**config.mk**
```make
export PLATFORM = sky130hd
export DESIGN_NAME = audio_rec_mc
export DESIGN_NICKNAME = d
export VERILOG_FILES = /design/src/rtl/audio_rec_mc.sv
export SDC_FILE = /design/constraint.sdc
export NUM_CORES = 1
export LEC_CHECK = 0
export BUFFER_PORTS_ARGS = -buffer_cell sky130_fd_sc_hd__buf_2
export CAP_MARGIN = 20
export CORE_MARGIN = 4
export CORE_UTILIZATION = 35
export DETAILED_ROUTE_END_ITERATION = 10
export SYNTH_ARGS = -nofsm -noshare
export SYNTH_HDL_FRONTEND = slang
export SYNTH_SLANG_ARGS = --single-unit
```
**constraint.sdc**
```tcl
create_clock -name i_clk -period 3.2 [get_ports i_clk]
set_input_delay 0.48 -clock i_clk [delete_from_list [all_inputs] [get_ports i_clk]]
set_output_delay 0.48 -clock i_clk [all_outputs]
set_load 0.05 [all_outputs]
```
**src/rtl/audio_rec_mc.sv**
```systemverilog
// I2S ADC capture recorder: deserialises left (or left+right) samples and streams them as SRAM word writes.
// Optional macro AUDIO_REC_WRAP_EN: ring-buffer mode (wrap to address 0 after ADDR_MAX instead of stopping).
module audio_rec_mc #(
  parameter int DATA_W   = 16,
  parameter int CH_NUM   = 1,
  parameter int ADDR_W   = 20,
  parameter int ADDR_MAX = 2**ADDR_W - 1
) (
  input  logic              i_clk,
  input  logic              i_rst_n,
  input  logic              i_lrc,
  input  logic              i_adcdat,
  input  logic              i_start,
  input  logic              i_pause,
  input  logic              i_stop,
  output logic              o_wr,
  output logic [ADDR_W-1:0] o_addr,
  output logic [DATA_W-1:0] o_data,
  output logic [1:0]        o_state,
  output logic [ADDR_W:0]   o_count,
  output logic              o_full
);
  localparam int CW = $clog2(DATA_W + 1);
  localparam logic [ADDR_W-1:0] A_MAX = ADDR_W'(ADDR_MAX);
  localparam logic [ADDR_W:0]   C_SAT = (ADDR_W+1)'(ADDR_MAX + 1);

  typedef enum logic [1:0] {S_IDLE = 2'd0, S_ALIGN = 2'd1, S_REC = 2'd2, S_PAUSE = 2'd3} state_t;

  state_t              r_state;
  logic                r_lrc;
  logic [CW-1:0]       r_cnt;
  logic [DATA_W-2:0]   r_sh;
  logic                r_wr;
  logic                r_full;
  logic [ADDR_W-1:0]   r_addr;
  logic [DATA_W-1:0]   r_data;
  logic [ADDR_W:0]     r_count;

  logic                w_edge;
  logic                w_left_edge;
  logic                w_last;
  logic                w_ch_ok;
  logic                w_wr;
  logic                w_at_max;
  logic [DATA_W-1:0]   w_word;

  assign w_edge      = i_lrc ^ r_lrc;
  assign w_left_edge = w_edge & ~i_lrc;
  assign w_word      = {r_sh, i_adcdat};
  assign w_last      = ~w_edge && (r_cnt == CW'(DATA_W - 1));
  // r_lrc holds the channel of the half-frame in progress once past its edge
  assign w_ch_ok     = (CH_NUM == 2) || !r_lrc;
  assign w_wr        = w_last && w_ch_ok && (r_state == S_REC) && !i_stop && !i_pause;
  assign w_at_max    = (r_addr == A_MAX);

  // Serial deserialiser: counter restarts on every LR edge, bits past DATA_W are dropped
  always_ff @(posedge i_clk or negedge i_rst_n) begin
    if (!i_rst_n) begin
      r_lrc <= 1'b0;
      r_cnt <= '0;
      r_sh  <= '0;
    end else begin
      r_lrc <= i_lrc;
      if (w_edge) begin
        r_cnt <= '0;
      end else if (r_cnt != CW'(DATA_W)) begin
        r_cnt <= r_cnt + 1'b1;
        r_sh  <= w_word[DATA_W-2:0];
      end
    end
  end

  always_ff @(posedge i_clk or negedge i_rst_n) begin
    if (!i_rst_n) begin
      r_state <= S_IDLE;
      r_wr    <= 1'b0;
      r_full  <= 1'b0;
      r_addr  <= '0;
      r_data  <= '0;
      r_count <= '0;
    end else begin
      r_wr   <= w_wr;
      r_full <= w_wr && w_at_max;
      if (w_wr) r_data <= w_word;
      // Address/count advance as the write strobe retires
      if (r_wr) begin
`ifdef AUDIO_REC_WRAP_EN
        r_addr <= w_at_max ? '0 : r_addr + 1'b1;
`else
        if (!w_at_max) r_addr <= r_addr + 1'b1;
`endif
        if (r_count != C_SAT) r_count <= r_count + 1'b1;
      end
      if (i_stop) begin
        r_state <= S_IDLE;
      end else begin
        case (r_state)
          S_IDLE: if (i_start) begin
            r_state <= S_ALIGN;
            r_addr  <= '0;
            r_count <= '0;
          end
          S_ALIGN: if (w_left_edge) r_state <= S_REC;
          S_REC: begin
            if (i_pause) r_state <= S_PAUSE;
`ifndef AUDIO_REC_WRAP_EN
            else if (w_wr && w_at_max) r_state <= S_IDLE;
`endif
          end
          S_PAUSE: if (i_start) r_state <= S_ALIGN;
          default: r_state <= S_IDLE;
        endcase
      end
    end
  end

  assign o_wr    = r_wr;
  assign o_addr  = r_addr;
  assign o_data  = r_data;
  assign o_state = r_state;
  assign o_count = r_count;
  assign o_full  = r_full;
endmodule

```
==> impl_metrics.tcl <==
set metrics [dict create \
    post-route-period-util_pct 70.2 \
    crit_type "reg -> reg" \
    io_buffers 67 \
    fmax_ghz 0.445 \
    cellPowerDensity_nw_per_um2 483 \
    dp_hpwl_mm 6.20 \
    finalSetupTns_ps 0 \
    drive_gt1_share_pct 23.2 \
    grt_use_total_pct 14.3 \
    drt_wl_total_mm 8.91 \
    die_x_um 114 \
    grt_pass1_vias 2946 \
    dr_wl_met3_um 483 \
    dieArea_um2 13000 \
    numCtsBuffers 9 \
    cts_tree "done" \
    clockBufferDepth 2 \
    core_um2 10900 \
    r2r_setup_slack_ps 950 \
    num_vias 3043 \
    synthCells 391 \
    num_rows 38 \
    netlist_area_um2 3920 \
    status "finished clean" \
    yosys_warnings 0 \
    root_buffer "clkbuf_8" \
    ys_ff_latch 82 \
    dpl_worst_slack_ps 800 \
    n_fill_cell 1066 \
    synth-seq-area-share_pct 52.3 \
    syn_to_final_growth_pct 16.8 \
    drc 0 \
    crit_buf_inv 1 \
    path_cells "ha_1, and3_1, ha_1, nand4bb_1, or3b_1, inv_2, and3_1" \
    die_h_um 114 \
    drt-initial-drc-count 192 \
    critical_path.max_fanout 18 \
    syn_avg_cell_area_um2 10.0 \
    cp.required_ps 3450 \
    worstMarginPinSlew_ps 856 \
    grt_pass1_wl_mm 14.8 \
    htree_levels 3 \
    cts_resized 0 \
    synth_nets 409 \
    cts_setup_buffers 0 \
    hold_viol_final 0 \
    p_leak_nw 2.30 \
    clock_latency_ps 360 \
    dr.max_layer_used "met4" \
    drt_pass1_iterations 4 \
    ir_drop_mv 0.268 \
    worst_slack_ps 952 \
    ant_nets 0 \
    fin_worst_skew_ps 8.07 \
    maxCapViolations 0 \
    crit_slowest_cell "or3b_1" \
    wl_met1_mm 4.08 \
    min_path_type "in -> async" \
    yosys-top-cells-area "dfrtp_1 (52%), nand2_1 (6.4%), xnor2_1 (4.5%), mux2_2 (4.3%), nor2_1 (4.2%)" \
    start_util_pct 36.0 \
    cp-start-kind "flop" \
    wl_met2_mm 4.25 \
    cpPeakStageDelay_ps 510 \
    cp-end-kind "flop" \
    final_max_slew_viol_count 0 \
    placedInstanceArea_um2 4420 \
    io_pins 68 \
    cts.clk_slew.worst_paths_ps 80 \
    crit_family "simple AND/OR/NAND/NOR gates" \
    cp_data_arrival_time_ps 2500 \
    yosys.area.top_type_share_pct 52.3 \
    synth_top_area_cell "dfrtp_1" \
    antenna_cells 0 \
    gp_congestion 0.829 \
    grt_max_degree 66 \
    period_minus_slack_ps 2250 \
    wire_per_inst_um 14.7 \
    hold_buffers 0 \
    slew_headroom_pct 42.4 \
    vias_per_cell 5.02 \
    final_area_um2 4580 \
    grt.overflow.total 0 \
    final_nets 479 \
    setup_viol 0 \
    rsz0062_at_grt "no" \
    clock-sinks 82 \
    antenna_found_initial 0 \
    yosysUniqueCellTypes 43 \
]
==> report_power, final <==
part | switching (W) | internal, W
clock | 0.000385 | 0.000280
combinational | 0.000177 | 0.000143
sequential | 0.0000842 | 0.00114
==> Yosys cell counts (all sizes together) <==
library cell and n:
nor3 8, mux2 16, xor2 17, nand4bb 1
nand3 20, dfrtp 82, and2 4, o31ai 1
nand4 12, a2111oi 2, ha 11, a211o 1
xnor2 20, nand2 67, inv 15, nor4b 3
buf 3, a21boi 1, and4 4, nor2b 4
mux2i 3, or4 1, o21bai 1, nor2 46
o22ai 1, or3 1, nor3b 1, a211oi 3
o21ai 3, nand4b 1, nor4 8, and3 6
a21oi 10, clkbuf 9, a31oi 3, or3b 1
nand2b 1
==> kinds of logic (layout without fill, tap and decap cells) <==
family          after synthesis  after routing  share of synthesized area [%]
simple gates                189            189                           23.2
flops                        82             82                           52.3
xor+xnor                     37             37                           8.27
buf+inv                      27            102                           2.68
compound gates               26             26                           4.66
mux                          19             19                           5.36
fa+ha+maj                    11             11                           3.51
==> final timing paths <==
kind / from / to / cells after the start
worst max register to register: r_cnt[0] / o_full / 7
worst max-delay path: r_cnt[0] / o_full / 7
min in group i_clk: i_lrc / r_lrc / 1
worst min register to register: r_sh[14] / o_data[15] / 2
worst min-delay path: i_rst_n / o_count[12] / 1
max in group asynchronous: i_rst_n / o_count[0] / 2
==> sequential cells by signal, indices dropped and copies added (netlist names) <==
name and cells:
r_lrc 1, o_full 1, r_cnt 5, o_wr 1, r_sh 15, o_addr 20
o_state 2, o_count 21, o_data 16
==> cells in the final DEF, fill, tap and decap left out, types with 2 or more instances in the layout <==
cell type  instances
a21oi_1           10
nand2_1           67
nor4b_1            3
clkbuf_1           2
clkbuf_8           9
and2_1             4
ha_1              11
a31oi_1            3
nor2b_1            4
a2111oi_1          2
nor2_2             3
mux2i_1            3
nor3_1             7
inv_1             14
buf_2             66
nand3_1           20
and4_1             4
mux2_2            15
nand4_1           12
clkinv_2           3
and3_1             6
xor2_1            17
nor4_1             8
dfrtp_1           82
xnor2_1           20
nor2_1            43
o21ai_1            2
a211oi_1           2
buf_4              5
==> metal layers <==
| layer | GRT usage [%] | vias to the layer above |
|---|---|---|
| met3 | 3.71 | 10 |
| met1 | 19.3 | 1487 |
| met4 | 4.83 | 0 |
| li1 | - | 1465 |
| met5 | 0 | - |
| met2 | 22.4 | 81 |
==> area by class of cell <==
| class | instances | area [µm²] | share of cell area [%] |
|---|---|---|---|
| sequential | 82 | 2050 | 44.8 |
| multi-input combinational | 282 | 1770 | 38.6 |
| timing repair buffer | 71 | 368 | 8.03 |
| inverter | 15 | 56.3 | 1.23 |
| tap | 140 | 175 | 3.83 |
| clock buffer | 11 | 131 | 2.87 |
| clock inverter | 5 | 31.3 | 0.683 |
==> through the flow <==
step / hold WS [ps] / util, % / power [W] / std cells
2_1_floorplan: 184 / - / 0.00146 / 391
3_3_place_gp: 453 / 40.6 / 0.00156 / 590
3_5_place_dp: 457 / 40.6 / 0.00157 / 590
4_1_cts: 204 / 42.1 / 0.00225 / 606
5_1_grt: 211 / 42.1 / 0.00233 / 606
6_report: 194 / 42.1 / 0.00221 / 606
No activity file was read; power rests on OpenSTA's default activity.
